**src/rtl/perceptron_pkg.sv**
```systemverilog
// -----------------------------------------------------------------------------
// perceptron_pkg
//  Definitions shared by the perceptron classifier and its online trainer:
//   - N_IN / W_W : default feature count and signed weight width
//   - state_t    : trainer FSM states
//   - sat_add    : signed W_W-bit add with clamp to [-2**(W_W-1), 2**(W_W-1)-1]
//  No ports (package).
// -----------------------------------------------------------------------------
package perceptron_pkg;

  localparam int N_IN = 8;
  localparam int W_W  = 4;

  typedef enum logic [1:0] {
    IDLE     = 2'd0,
    WAIT_CLS = 2'd1,
    UPDATE   = 2'd2,
    DONE     = 2'd3
  } state_t;

  // Add one extra bit of headroom; a disagreement between the two top bits of
  // the widened sum means the true result left the representable range.
  function automatic logic [W_W-1:0] sat_add(input logic [W_W-1:0] a,
                                             input logic [W_W-1:0] d);
    logic [W_W:0] s;
    s = {a[W_W-1], a} + {d[W_W-1], d};
    if (s[W_W] != s[W_W-1])
      sat_add = s[W_W] ? {1'b1, {(W_W-1){1'b0}}} : {1'b0, {(W_W-1){1'b1}}};
    else
      sat_add = s[W_W-1:0];
  endfunction

endpackage

```
**src/rtl/perceptron_trainer_sat_step.sv**
```systemverilog
// -----------------------------------------------------------------------------
// sat_step
//  Combinational saturating step unit. Every lane adds the same signed step
//  i_d to its own signed operand and clamps the result to the W_W-bit range.
//  The trainer uses two lanes so the selected weight and the bias can both be
//  stepped in the final UPDATE cycle.
//  Ports:
//   i_a    in   LANES*W_W  packed signed operands, lane n at [n*W_W +: W_W]
//   i_d    in   W_W        signed step shared by all lanes
//   o_sum  out  LANES*W_W  packed clamped results
// -----------------------------------------------------------------------------
module sat_step #(
  parameter int W_W   = perceptron_pkg::W_W,
  parameter int LANES = 2
) (
  input  logic [LANES*W_W-1:0] i_a,
  input  logic [W_W-1:0]       i_d,
  output logic [LANES*W_W-1:0] o_sum
);

  localparam logic [W_W-1:0] SAT_MAX = {1'b0, {(W_W-1){1'b1}}};
  localparam logic [W_W-1:0] SAT_MIN = {1'b1, {(W_W-1){1'b0}}};

  genvar gi;
  generate
    for (gi = 0; gi < LANES; gi++) begin : g_lane
      logic [W_W:0] w_raw;
      assign w_raw = {i_a[gi*W_W+W_W-1], i_a[gi*W_W +: W_W]} + {i_d[W_W-1], i_d};
      // Overflow when the sign bit and the extra headroom bit disagree.
      assign o_sum[gi*W_W +: W_W] = (w_raw[W_W] != w_raw[W_W-1])
                                    ? (w_raw[W_W] ? SAT_MIN : SAT_MAX)
                                    : w_raw[W_W-1:0];
    end
  endgenerate

endmodule

```
**src/rtl/perceptron_trainer.sv**
```systemverilog
// -----------------------------------------------------------------------------
// perceptron_trainer
//  Online trainer for the perceptron classifier. Accepts one labelled sample
//  per handshake, waits (bounded) for the classifier result, and applies the
//  perceptron learning rule one weight per cycle, followed by the bias in the
//  last weight cycle. Keeps a saturating misclassification counter.
//  Ports:
//   clk        in   1          clock
//   rst_n      in   1          asynchronous active-low reset
//   train_en   in   1          1 = apply updates, 0 = classify only
//   smp_valid  in   1          sample offered
//   smp_ready  out  1          high only while idle
//   smp_x      in   N_IN       binary feature vector
//   smp_label  in   1          target class
//   cls_valid  in   1          classifier result strobe
//   cls_bit    in   1          classifier result
//   weights_o  out  N_IN*W_W   packed signed weights, w[i] at [i*W_W +: W_W]
//   bias_o     out  W_W        signed bias
//   upd_done   out  1          pulse: sample fully processed
//   timeout_o  out  1          pulse: no classifier result in time
//   err_count  out  CNT_W      saturating misclassification count
//   clr_count  in   1          synchronous clear of err_count
//  Timing: with the sample accepted on edge 0 and cls_valid sampled on edge k,
//  upd_done is high in cycle k+2 (no update) or k+N_IN+2 (update); timeout_o is
//  high in cycle TIMEOUT+1 when no result arrived during cycles 1..TIMEOUT.
// -----------------------------------------------------------------------------
module perceptron_trainer
  import perceptron_pkg::*;
#(
  parameter int N_IN    = perceptron_pkg::N_IN,
  parameter int W_W     = perceptron_pkg::W_W,
  parameter int LR      = 1,
  parameter int CNT_W   = 8,
  parameter int TIMEOUT = 15
) (
  input  logic                clk,
  input  logic                rst_n,
  input  logic                train_en,
  input  logic                smp_valid,
  output logic                smp_ready,
  input  logic [N_IN-1:0]     smp_x,
  input  logic                smp_label,
  input  logic                cls_valid,
  input  logic                cls_bit,
  output logic [N_IN*W_W-1:0] weights_o,
  output logic [W_W-1:0]      bias_o,
  output logic                upd_done,
  output logic                timeout_o,
  output logic [CNT_W-1:0]    err_count,
  input  logic                clr_count
);

  localparam int IDX_W = (N_IN > 1) ? $clog2(N_IN) : 1;
  localparam int TMR_W = $clog2(TIMEOUT + 1);

  localparam logic [IDX_W-1:0] IDX_LAST = IDX_W'(N_IN - 1);
  localparam logic [TMR_W-1:0] TMR_LOAD = TMR_W'(TIMEOUT);
  localparam logic [TMR_W-1:0] TMR_ONE  = TMR_W'(1);
  localparam logic [W_W-1:0]   STEP_POS = W_W'(LR);
  localparam logic [W_W-1:0]   STEP_NEG = W_W'(-LR);
  localparam logic [CNT_W-1:0] CNT_MAX  = '1;
  localparam logic [CNT_W-1:0] CNT_ONE  = CNT_W'(1);

  state_t r_state;
  state_t w_state_next;

  logic [N_IN-1:0]  r_x;
  logic             r_label;
  logic [TMR_W-1:0] r_tmr;
  logic [IDX_W-1:0] r_idx;
  logic             r_err_neg;    // 1 when err = -1 (label 0, classified 1)
  logic [W_W-1:0]   r_bias;
  logic [CNT_W-1:0] r_cnt;
  logic             r_upd_done;
  logic             r_timeout;

  logic             w_accept;
  logic             w_cls_hit;
  logic             w_mismatch;
  logic             w_timeout_fire;
  logic             w_idx_last;
  logic             w_in_update;
  logic [W_W-1:0]   w_step;
  logic [W_W-1:0]   w_w_sel;
  logic [W_W-1:0]   w_sum_w;
  logic [W_W-1:0]   w_sum_b;
  logic [W_W-1:0]   w_w_arr [N_IN];

  // ---------------------------------------------------------------------------
  // FSM
  // ---------------------------------------------------------------------------
  always_ff @(posedge clk or negedge rst_n) begin
    if (!rst_n) r_state <= IDLE;
    else        r_state <= w_state_next;
  end

  always_comb begin
    w_state_next   = r_state;
    w_accept       = 1'b0;
    w_cls_hit      = 1'b0;
    w_timeout_fire = 1'b0;
    w_in_update    = 1'b0;
    w_mismatch     = r_label ^ cls_bit;
    w_idx_last     = (r_idx == IDX_LAST);
    case (r_state)
      IDLE: begin
        if (smp_valid) begin
          w_accept     = 1'b1;
          w_state_next = WAIT_CLS;
        end
      end
      WAIT_CLS: begin
        // A result arriving in the last window cycle still wins over the timeout.
        if (cls_valid) begin
          w_cls_hit    = 1'b1;
          w_state_next = (w_mismatch && train_en) ? UPDATE : DONE;
        end else if (r_tmr == TMR_ONE) begin
          w_timeout_fire = 1'b1;
          w_state_next   = IDLE;
        end
      end
      UPDATE: begin
        w_in_update = 1'b1;
        if (w_idx_last) w_state_next = DONE;
      end
      DONE:    w_state_next = IDLE;
      default: w_state_next = IDLE;
    endcase
  end

  assign smp_ready = (r_state == IDLE);

  // ---------------------------------------------------------------------------
  // Sample holding, window timer, update index, status pulses
  // ---------------------------------------------------------------------------
  always_ff @(posedge clk or negedge rst_n) begin
    if (!rst_n) begin
      r_x        <= '0;
      r_label    <= 1'b0;
      r_tmr      <= '0;
      r_idx      <= '0;
      r_err_neg  <= 1'b0;
      r_upd_done <= 1'b0;
      r_timeout  <= 1'b0;
    end else begin
      if (w_accept) begin
        r_x     <= smp_x;
        r_label <= smp_label;
        r_tmr   <= TMR_LOAD;
      end else if (r_state == WAIT_CLS && !cls_valid) begin
        r_tmr <= r_tmr - TMR_ONE;
      end
      if (w_cls_hit) begin
        r_err_neg <= cls_bit;
        r_idx     <= '0;
      end else if (w_in_update) begin
        r_idx <= r_idx + IDX_W'(1);
      end
      r_upd_done <= (r_state == DONE);
      r_timeout  <= w_timeout_fire;
    end
  end

  // ---------------------------------------------------------------------------
  // Misclassification counter: a clear coinciding with a miss leaves 1.
  // ---------------------------------------------------------------------------
  always_ff @(posedge clk or negedge rst_n) begin
    if (!rst_n) begin
      r_cnt <= '0;
    end else if (clr_count) begin
      r_cnt <= (w_cls_hit && w_mismatch) ? CNT_ONE : '0;
    end else if (w_cls_hit && w_mismatch && r_cnt != CNT_MAX) begin
      r_cnt <= r_cnt + CNT_ONE;
    end
  end

  // ---------------------------------------------------------------------------
  // Weight/bias register file and shared saturating step
  // ---------------------------------------------------------------------------
  assign w_step  = r_err_neg ? STEP_NEG : STEP_POS;
  assign w_w_sel = w_w_arr[r_idx];

  sat_step #(
    .W_W   (W_W),
    .LANES (2)
  ) u_sat_step (
    .i_a   ({r_bias, w_w_sel}),
    .i_d   (w_step),
    .o_sum ({w_sum_b, w_sum_w})
  );

  genvar gi;
  generate
    for (gi = 0; gi < N_IN; gi++) begin : g_w
      logic [W_W-1:0] r_w;
      always_ff @(posedge clk or negedge rst_n) begin
        if (!rst_n)
          r_w <= '0;
        else if (w_in_update && r_idx == IDX_W'(gi) && r_x[gi])
          r_w <= w_sum_w;
      end
      assign w_w_arr[gi]              = r_w;
      assign weights_o[gi*W_W +: W_W] = r_w;
    end
  endgenerate

  always_ff @(posedge clk or negedge rst_n) begin
    if (!rst_n)
      r_bias <= '0;
    else if (w_in_update && w_idx_last)
      r_bias <= w_sum_b;
  end

  assign bias_o    = r_bias;
  assign err_count = r_cnt;
  assign upd_done  = r_upd_done;
  assign timeout_o = r_timeout;

endmodule

```
**config.mk**
```make
export PLATFORM = sky130hd
export DESIGN_NAME = perceptron_trainer
export DESIGN_NICKNAME = d
export VERILOG_FILES = /design/src/rtl/perceptron_pkg.sv /design/src/rtl/perceptron_trainer_sat_step.sv /design/src/rtl/perceptron_trainer.sv
export SDC_FILE = /design/constraint.sdc
export NUM_CORES = 1
export LEC_CHECK = 0
export BUFFER_PORTS_ARGS = -buffer_cell sky130_fd_sc_hd__buf_2
export CORE_MARGIN = 2
export CORE_UTILIZATION = 45
export CTS_BUF_LIST = sky130_fd_sc_hd__clkbuf_4
export DETAILED_ROUTE_END_ITERATION = 6
export GPL_TIMING_DRIVEN = 1
export HOLD_SLACK_MARGIN = 0.05
export PLACE_DENSITY_LB_ADDON = 0.12
export SLEW_MARGIN = 5
export SYNTH_ARGS = -nofsm -noshare
export SYNTH_HDL_FRONTEND = slang
export SYNTH_SLANG_ARGS = --single-unit
```
**constraint.sdc**
```tcl
create_clock -name clk -period 4.3 [get_ports clk]
set_input_delay 0.215 -clock clk [delete_from_list [all_inputs] [get_ports clk]]
set_output_delay 0.215 -clock clk [all_outputs]
set_load 0.005 [all_outputs]
```
==> impl_metrics.py <==
metrics = {
    "clock_network": {
        "cts_buffer_depth": 2,
        "cts_root_buffer": "clkbuf_4",
        "cts_resized": 0,
        "cts_htree_levels": 3,
        "path_clk_slew_ps": 110,
        "cts_buffers": 9,
        "insertion_delay_ps": 400,
        "clkSinkCount": 65,
        "cts_tree": "built",
    },
    "place": {
        "globalplace.congestion": 0.7775,
        "dp_hpwl_um": 5153,
        "pre_cts_slack_ps": 589.4,
        "dpl.cell_count": 451,
        "io_buffer_count": 62,
    },
    "final_layout": {
        "layout-drive-gt1-share_pct": 28.84,
        "antenna_cells": 0,
        "area_growth_pct": 18.90,
        "final_nets": 406,
        "fillCellCount": 686,
        "instances_no_fill": 477,
    },
    "sta": {
        "setup_tns_ps": 0,
        "layout_min_cycle_time_ps": 3718,
        "relSlewSlack_pct": 41.48,
        "drv_slew": 0,
        "max_freq_ghz": 0.2690,
        "hold_viol": 0,
        "post-route-period-util_pct": 86.46,
        "fin_ws_ps": 582.2,
        "finalSetupViolCount": 0,
        "fin_skew_ps": 10.21,
        "grt_setup_unrepaired": "no",
        "worst_slew_pin_slew_ps": 877.7,
    },
    "logic_synthesis": {
        "synthesis.instances": 302,
        "synth_area_per_cell_um2": 11.05,
        "synth_area_leaders": "dfrtp_1 49%, mux2_2 5.7%, ha_1 5.6%",
        "yosysSeqAreaShare_pct": 48.74,
        "netlist.area_leader.share_pct": 48.74,
        "synthDistinctLibCells": 49,
        "async_flop_share_pct": 100.0,
        "synth_ff_type": "dfrtp_1",
        "synth_edf_count": 0,
        "synth_area_leader_cell": "dfrtp_1",
        "ys_warn_count": 0,
        "ys_ff_latch": 65,
        "netlist_area_um2": 3337,
        "synth_nets": 335,
    },
    "power": {
        "power.density_nw_per_um2": 799.3,
        "finalPower_mw": 3.171,
        "leakagePower_nw": 1.999,
        "ir_drop_uv": 483.5,
    },
    "setup_path": {
        "cp_slowest_stage_delay_ps": 680,
        "path_class": "flop to flop",
        "cp.arrival_ps": 3980,
        "cp_slowest_cell": "dfrtp_1",
        "r2r_cells": 9,
        "crit_fanout": 12,
        "timing.critical_path.mode_cell": "a21oi_1",
        "required_ps": 4560,
        "cp.buffers_inverters": 1,
        "cp_cell_sequence": "mux4_2 > mux2i_4 > inv_2 > fa_1 > a21oi_1 > a21oi_1 > o22a_2 > o21bai_1 > a21oi_1",
        "start_kind": "flop",
        "crit_path_end_kind": "flop",
        "crit_cells": 9,
        "critPathTopFamily": "compound AO/OA/AOI/OAI gates",
    },
    "drt": {
        "drc": 0,
        "ant_nets": 0,
        "avgViaCountPerCell": 5.111,
        "drtIter0Drc": 119,
        "firstDrtPassIters": 4,
        "totalWireLength_um": 7224,
        "vias": 2438,
        "routedWlPerCell_um": 15.14,
    },
    "outcome": {
        "run_status": "complete, no violations",
    },
    "floorplanning": {
        "die_area_um2": 8120,
        "dieHeight_um": 90.11,
        "coreArea_um2": 7214,
        "die_x_um": 90.11,
        "pin_count": 63,
        "start_util_pct": 46.25,
        "rows": 31,
    },
    "hold_path": {
        "hp-class": "input port to flop",
        "hold_depth": 2,
    },
    "global_routing": {
        "grtUsageTotal_pct": 18.60,
        "grt_max_degree": 66,
        "grt_pass1_vias": 2387,
        "overflow": 0,
        "grt_pass1_wl_um": 12030,
        "antenna_found_initial": 0,
    },
    "job": {
        "drv_cap": 0,
    },
}
## cell families after synthesis
family / share of synthesized area, %
xor+xnor: 3.637
fa+ha+maj: 6.824
buf+inv: 3.075
compound gates: 9.637
mux: 14.25
flops: 48.74
simple gates: 13.84
## final cells by class
cell class | count | area (um2) | area share, %
Inverter | 9 | 33.78 | 0.8515
Timing Repair Buffer | 73 | 417.9 | 10.53
Clock inverter | 6 | 82.58 | 2.081
Clock buffer | 10 | 75.07 | 1.892
Multi-Input combinational cell | 215 | 1608 | 40.52
Sequential cell | 65 | 1627 | 41.00
Tap cell | 99 | 123.9 | 3.122
## metrics by stage
step / instance area, um2 / utilization [%] / hold WS [ps]
2_1_floorplan: 3337 / - / -80.59
3_3_place_gp: 3710 / 51.42 / 445.1
3_5_place_dp: 3710 / 51.42 / 449.3
4_1_cts: 3968 / 54.99 / 52.77
5_1_grt: 3968 / 54.99 / 58.10
6_report: 3968 / 54.99 / 61.94
## report_power, final
group	total, mW	internal, mW	switching (mW)
registers	1.07	0.832	0.235
logic	1.64	0.740	0.899
clock network	0.465	0.240	0.225
## repair_timing
item | CTS | global route
hold buffers | 10 | 0
buffers inserted | 0 | 0
endpoints found under the hold margin | 74 | 0
## cell usage in the layout, fill, tap and decap left out, types with 10 or more instances in the layout
| cell | count |
|---|---|
| nand2_1 | 38 |
| nor2_1 | 35 |
| dlygate4sd3_1 | 10 |
| mux2_2 | 17 |
| clkbuf_4 | 10 |
| nand3_1 | 10 |
| a21oi_1 | 23 |
| dfrtp_1 | 65 |
| ha_1 | 15 |
| buf_2 | 62 |
## routing by layer
layer | track usage (%) | routed length [um]
met5 | 0 | 0
met1 | 26.99 | 3483
met4 | 6.923 | 99
met3 | 3.269 | 332
met2 | 28.13 | 3307
## sequential cells by signal, summed over array words and instances, names as in the netlist, named ones only
register   count
bias_o         4
err_count      8
g_w.r_w       32
r_err_neg      1
r_idx          3
r_label        1
r_state        1
r_tmr          4
r_x            8
timeout_o      1
upd_done       1
## worst register-to-register path, cell delays in order, from the launching register on
cell	delay [ps]
dfrtp_1	680
mux4_2	620
mux2i_4	200
inv_2	70
fa_1	410
a21oi_1	300
a21oi_1	330
o22a_2	320
o21bai_1	500
a21oi_1	150
## synthesized netlist by cell type, types with 2 or more instances
cell type and count:
dfrtp_1 65, nand2_1 38, nor2_1 35, a21oi_1 23, mux2_2 17, ha_1 15, nand3_1 10, and3_1 8
clkbuf_1 7, inv_1 7, xor2_1 7, mux4_1 6, o21ai_1 5, xnor2_1 5, o21ai_0 4, a21o_1 3
mux2i_1 3, nor2b_1 3, o211ai_1 3, and2_1 2, buf_1 2, buf_6 2, fa_1 2, inv_2 2
mux4_2 2, nand3b_1 2, o221a_2 2
## worst paths after layout
path	from	end	slack, ps
min	smp_x[2]	r_x[2]	60
max	r_idx[0]	g_w[2].r_w[0]	580
min reg2reg	r_x[6]	r_x[6]	510
min in group asynchronous	rst_n	g_w[7].r_w[2]	520
max in group asynchronous	rst_n	bias_o[0]	3240
max reg2reg	r_idx[0]	g_w[2].r_w[0]	580
Power figures use the tool's default switching activity.
